File: src/rtl/long_multi_rf.sv
// ---------------------------------------------------------------------------
// long_multi_rf
//   Parametrised multi-port register file with a sequential clear engine.
//   - NW write ports: the highest port index wins on a same-address write.
//   - NR read ports: 1-cycle registered read, with write-through bypass.
//   - Any address >= DEPTH reads as 0, and a write to it is dropped.
//   - After reset the clear engine zeroes one entry per edge and holds busy
//     high. While it runs, writes are ignored and enabled reads return 0.
//
// Ports
//   clk    in   rising-edge clock
//   rst_n  in   synchronous active-low reset
//   we     in   [NW]        write enable per write port
//   waddr  in   [NW*AW]     write address, port j at [j*AW +: AW]
//   din    in   [NW*WIDTH]  write data, port j at [j*WIDTH +: WIDTH]
//   re     in   [NR]        read enable per read port
//   raddr  in   [NR*AW]     read address, port i at [i*AW +: AW]
//   q      out  [NR*WIDTH]  registered read data, port i at [i*WIDTH +: WIDTH]
//   busy   out  high while the clear engine is running (state == INIT)
//
// Handshake: there is none. Writes and reads are accepted on every edge
// where the matching enable is high. The exception is INIT (busy=1): then
// writes are dropped and enabled reads load 0.
// ---------------------------------------------------------------------------
module long_multi_rf #(
    parameter int WIDTH = 13,
    parameter int DEPTH = 16,
    parameter int AW    = 7,
    parameter int NW    = 2,
    parameter int NR    = 2
) (
    input  logic                clk,
    input  logic                rst_n,
    input  logic [NW-1:0]       we,
    input  logic [NW*AW-1:0]    waddr,
    input  logic [NW*WIDTH-1:0] din,
    input  logic [NR-1:0]       re,
    input  logic [NR*AW-1:0]    raddr,
    output logic [NR*WIDTH-1:0] q,
    output logic                busy
);

    localparam int             IW      = (DEPTH > 2) ? $clog2(DEPTH) : 1;
    localparam logic [AW:0]    DEPTH_W = (AW+1)'(DEPTH);
    localparam logic [AW-1:0]  LAST    = AW'(DEPTH - 1);

    typedef enum logic {
        ST_INIT,
        ST_READY
    } state_e;

    state_e              state_q, state_d;
    logic [AW-1:0]       ptr_q, ptr_d;
    logic [NR*WIDTH-1:0] q_q, q_d;

    // Storage: no reset, so that it stays inferable as RAM.
    logic [WIDTH-1:0]    mem_q [DEPTH];

    // Write ports that actually land this cycle, plus their narrowed index.
    logic [NW-1:0]       wv;
    logic [IW-1:0]       widx [NW];
    logic [WIDTH-1:0]    rd_val;

    always_comb begin
        for (int j = 0; j < NW; j++) begin
            widx[j] = waddr[j*AW +: IW];
            wv[j]   = (state_q == ST_READY) && we[j] &&
                      ({1'b0, waddr[j*AW +: AW]} < DEPTH_W);
        end
    end

    // Array update. Either the clear engine writes one zero, or the write
    // ports do. A later loop iteration overrides an earlier one, which gives
    // the highest port index priority on a shared address.
    always_ff @(posedge clk) begin
        if (rst_n) begin
            if (state_q == ST_INIT) begin
                mem_q[ptr_q[IW-1:0]] <= '0;
            end else begin
                for (int j = 0; j < NW; j++) begin
                    if (wv[j]) begin
                        mem_q[widx[j]] <= din[j*WIDTH +: WIDTH];
                    end
                end
            end
        end
    end

    // Read data. An in-range write to the same address is forwarded, and
    // again the highest write port wins. This matches what the array will
    // hold after the edge.
    always_comb begin
        q_d    = q_q;
        rd_val = '0;
        for (int i = 0; i < NR; i++) begin
            if (re[i]) begin
                rd_val = '0;
                if ((state_q == ST_READY) &&
                    ({1'b0, raddr[i*AW +: AW]} < DEPTH_W)) begin
                    rd_val = mem_q[raddr[i*AW +: IW]];
                    for (int j = 0; j < NW; j++) begin
                        if (wv[j] && (waddr[j*AW +: AW] == raddr[i*AW +: AW])) begin
                            rd_val = din[j*WIDTH +: WIDTH];
                        end
                    end
                end
                q_d[i*WIDTH +: WIDTH] = rd_val;
            end
        end
    end

    // Clear engine: it walks ptr from 0 to DEPTH-1, then moves to READY.
    always_comb begin
        state_d = state_q;
        ptr_d   = ptr_q;
        if (state_q == ST_INIT) begin
            ptr_d = ptr_q + AW'(1);
            if (ptr_q == LAST) begin
                state_d = ST_READY;
            end
        end
    end

    always_ff @(posedge clk) begin
        if (!rst_n) begin
            state_q <= ST_INIT;
            ptr_q   <= '0;
            q_q     <= '0;
        end else begin
            state_q <= state_d;
            ptr_q   <= ptr_d;
            q_q     <= q_d;
        end
    end

    // busy is the registered state itself, so it also serves as the FSM view.
    assign busy = (state_q == ST_INIT);
    assign q    = q_q;

endmodule

File: config.mk
export PLATFORM = sky130hd
export DESIGN_NAME = long_multi_rf
export DESIGN_NICKNAME = d
export VERILOG_FILES = /design/src/rtl/long_multi_rf.sv
export SDC_FILE = /design/constraint.sdc
export NUM_CORES = 1
export LEC_CHECK = 0
export CAP_MARGIN = 20
export CORE_ASPECT_RATIO = 0.9
export CORE_MARGIN = 2
export CORE_UTILIZATION = 35
export DETAILED_ROUTE_END_ITERATION = 7
export SLEW_MARGIN = 5
export SYNTH_ARGS = -nofsm -noshare
export SYNTH_HDL_FRONTEND = slang
export SYNTH_SLANG_ARGS = --single-unit
File: constraint.sdc
create_clock -name clk -period 2.9 [get_ports clk]
set_input_delay 0.29 -clock clk [delete_from_list [all_inputs] [get_ports clk]]
set_output_delay 0.29 -clock clk [all_outputs]
set_load 0.05 [all_outputs]
* Word level (Yosys, flattened, before mapping)
Memory sizes are Yosys's and may differ from the RTL's.
Index checks and enable logic that the tools add are counted.
** Storage, ports and cells
- Bits in writable memories :: 208
- Bits in registers :: 34
- Logic and storage cells :: 49
- Memories kept :: 1
** Cells by class
- Reduce and logical (&&, ||, !) cells :: 11
- Bitwise gates (word level) :: 1
- Add/sub/neg operators :: 1
- Equal/unequal tests :: 5
- Multiplexer cells :: 22
- Magnitude comparators :: 4
** Memories
- mem_q :: depth 16, width 13, rd ports 2, clocked after memory_dff 0, wr ports 2, RTL line 57 : logic [WIDTH-1:0] mem_q [DEPTH];
** Operator list (number)
- $mux 13 :: 7
- $eq 7x7->1 :: 4
- $lt 7x5->1 const B :: 4
- $mux 1 :: 14
- $reduce_or 13->1 :: 1
- $logic_and 1x1->1 :: 10
- $add 7x1->7 const B :: 1
- $eq 7x4->1 const B :: 1
- $mux 4 :: 1
- $not 1->1 :: 1

* Longest topological paths before layout
Gate-level depths: netlist of run 1.
- Depth after elaboration :: 8
- Gate-level depth with buffers :: 8
- Gate-level depth less buffers :: 5

* Least setup slack after synthesis of run 1
No wires, ideal clock.
- Kind :: reg2reg
- Start point :: register state_q
- End point :: memory mem_q[4][0], enable pin
- Library setup time :: 404 ps
- Stages on the path, launching flop included :: 9
- Slack :: -96 ps
- Data required time :: 2496 ps
- Data arrival time :: 2592 ps
- Period minus slack after synthesis :: 2996 ps
- Buffers on the path :: 3
- Path through :: dfxtp_1 buf_2 and2_1 and3_1 clkbuf_1 clkbuf_1 nand3_1 o31a_1 o31ai_1
** RTL lines
- start: declaration :: RTL line 52 : state_e state_q, state_d;
- start signal: assignment :: RTL line 130 : state_q <= state_d;
- end: declaration :: RTL line 57

==> flow_summary.ini, run 1 <==
[yosys]
ys_warn_count = 0
syn_area_sq_um = 14190
synthMuxAreaShare = 0.2171
yosys.area_share.adder = 0.0008818
synth_xor_area_frac = 0.01728
synth_top_family_by_area = multiplexers
ys_ff_latch = 242
synth_top_flop_cell = edfxtp_1
synth_compound_area_frac = 0.1140
yosys.area_share.simple = 0.1093
synth.avg_cell_area_sq_um = 11.50
synth_edf_count = 208
async_flop_share = 0
ys_types = 46
syn_inst = 1234
synthesis.nets = 1295
seq_area_frac_synth = 0.4881

[timing]
fin_tns_setup_ns = 0
final_hold_viol_count = 0
finalCritPeriodShare = 0.8656
min_period_ns = 2.510
fin_hold_ws_ns = 0.4493
rsz0062_at_grt = false
tightestPinTransition_ns = 0.9509
final-setup-viol-count = 0
fmax_mhz = 398.4
skew_ns = 0.02841
timing.final.ws_setup_ns = 0.3896
max-slew-margin-rel = 0.3641
drv_slew = 0

[global_route]
grt_pass1_wl_um = 68890
grt_pass1_vias = 10540
grt_use_total = 0.2188
grt_max_degree = 31
grt_use_met2 = 0.3514
overflow = 0
antenna_found_initial = 0
gr-usage-met3 = 0.04875
use_met1 = 0.2958
globalRoute.busiestLayer = met2

[clocking]
cts_buffers = 28
clock_sinks = 242
htreeDepth = 1
cts_resized = 0
cts_tree = yes
insertion_delay_ns = 0.56
cts_hold_buf = 0
clock-root-buffer = clkbuf_16
clk_path_buf_depth = 3
cts_setup_buffers = 0
clk_pin_slew_ns = 0.06

[layout]
final_cells = 1869
fin_area_sq_um = 17110
fin_util = 0.4308
diodes = 0
post_route_cells_drive_above_1_share = 0.2281
area_growth_pct = 20.55
fillers = 3655
finalNetCount = 1377

[critical_path]
worstSetupStartpointType = input port
critPathArrivalTime_ns = 2.75
required_ns = 3.14
worstSetupPathType = input port to flip-flop
critPathMaxFanout = 12
end_kind = flip-flop
reg2reg_depth = 7

[detailed_routing]
ant_nets = 0
drc = 0
via_per_inst = 5.706
drt-initial-drc-count = 1273
dr.pass1.iters = 5
num_vias = 10660
detail_route.wl_per_cell_um = 24.71
routed_wl_um = 46180

[placement]
place_congestion = 0.9122
port-buffer-count = 86
dp_hpwl_um = 33110
pre_cts_slack_ns = -0.1021
dp.cells = 1818
place_area_sq_um = 16140

[hold_path]
worstHoldPathCells = 2
hp-class = flip-flop to flip-flop

[floorplan]
die_h_um = 195.0
rows = 69
fp.coreArea_sq_um = 39710
die-area_sq_um = 42170
initial_utilization = 0.3573
die_width_um = 216.2
ios = 87

[pwr]
report.power.total_mw = 8.214
peakVddDrop_v = 0.0004644
power.leakage_nw = 6.222
power_density_nw_per_um2 = 480.2

[outcome]
outcome = complete, no violations

[flow_run]
cap_violations = 0
cell usage after synthesis (16+ instances only):
cell      number  area (sq um)
nor2_1        20         75.07
mux2i_1       31         310.3
nand3_1       22         110.1
buf_2         43         215.2
edfxtp_1     208          6246
nand2_1      219         822.0
o21ai_0      209          1046
clkbuf_1      85         319.1
inv_1         44         165.2
mux4_2       117          2635
nor3_1        16         80.08
o31ai_1       16         120.1
dfxtp_1       34         680.7
and2_1        16         100.1
per-layer routing:
layer | routed length, um | share of wire
met5 | 0 | 0
met4 | 1470 | 0.032
met3 | 4647 | 0.10
met2 | 21550 | 0.47
met1 | 18510 | 0.40
state kept, by name, indices dropped and copies added (netlist names):
register and count:
q 26, mem_q 208, state_q 1, ptr_q 7
cell families after synthesis:
logic type	count (synthesis)
compound gates	281
xor+xnor	28
fa+ha+maj	1
buf+inv	182
flops	242
mux	160
simple gates	340
where the power goes:
group          internal, mW  switching, mW
clock                  2.21           1.52
sequential             3.76         0.0190
combinational         0.302          0.395
total                  6.28           1.94
layout by cell type (no fill, tap or decap), drive strengths merged, types with 4 or more instances in the layout:
cell type / instances
xor2: 14
a22oi: 13
nor4: 7
nand2: 219
inv: 44
o31ai: 16
o21ai: 209
nand3: 22
xnor2: 14
nor2b: 10
clkinvlp: 6
clkdlybuf4s50: 81
clkinv: 12
and2: 16
nor2: 20
o221ai: 12
nand4: 5
dfxtp: 34
clkbuf: 28
buf: 109
nor4b: 4
edfxtp: 208
bufinv: 5
mux2: 12
a2111oi: 12
and3: 7
nor3: 16
and4: 5
o21bai: 11
mux2i: 31
mux4: 117
worst max-delay path, stage by stage:
cell and delay, ns:
clkdlybuf4s50_1 0.48, nor3_1 0.32, buf_4 0.18, and3_1 0.23, buf_4 0.20, a31oi_1 0.26
o31ai_2 0.50, buf_4 0.29
cell type report:
class,count,area (sq um),area share
Inverter,44,165.2,0.009655
Sequential cell,242,6927,0.4049
Clock inverter,23,266.5,0.01558
Timing Repair Buffer,190,1797,0.1050
Clock buffer,28,700.7,0.04096
Multi-Input combinational cell,810,6585,0.3849
Tap cell,532,665.6,0.03891
path summary, 6_finish.rpt:
check	startpoint	to	slack, ns
setup / recovery	waddr[6]	mem_q[7][3]	0.39
hold / removal	q[15]	q[15]	0.45
setup reg to reg	state_q	mem_q[7][3]	0.44
hold reg to reg	q[15]	q[15]	0.45
No activity file was read; power rests on OpenSTA's default activity.
==> run 2, diff against run 1 <==
--- a/config.mk
+++ b/config.mk
@@ -5,6 +5,7 @@
 export SDC_FILE = /design/constraint.sdc
 export NUM_CORES = 1
 export LEC_CHECK = 0
+export ABC_CLOCK_PERIOD_IN_PS = 2900
 export CAP_MARGIN = 20
 export CORE_ASPECT_RATIO = 0.9
 export CORE_MARGIN = 2
==> results of run 2 <==
No change in the layout: final DEF, timing and power equal those of run 1.
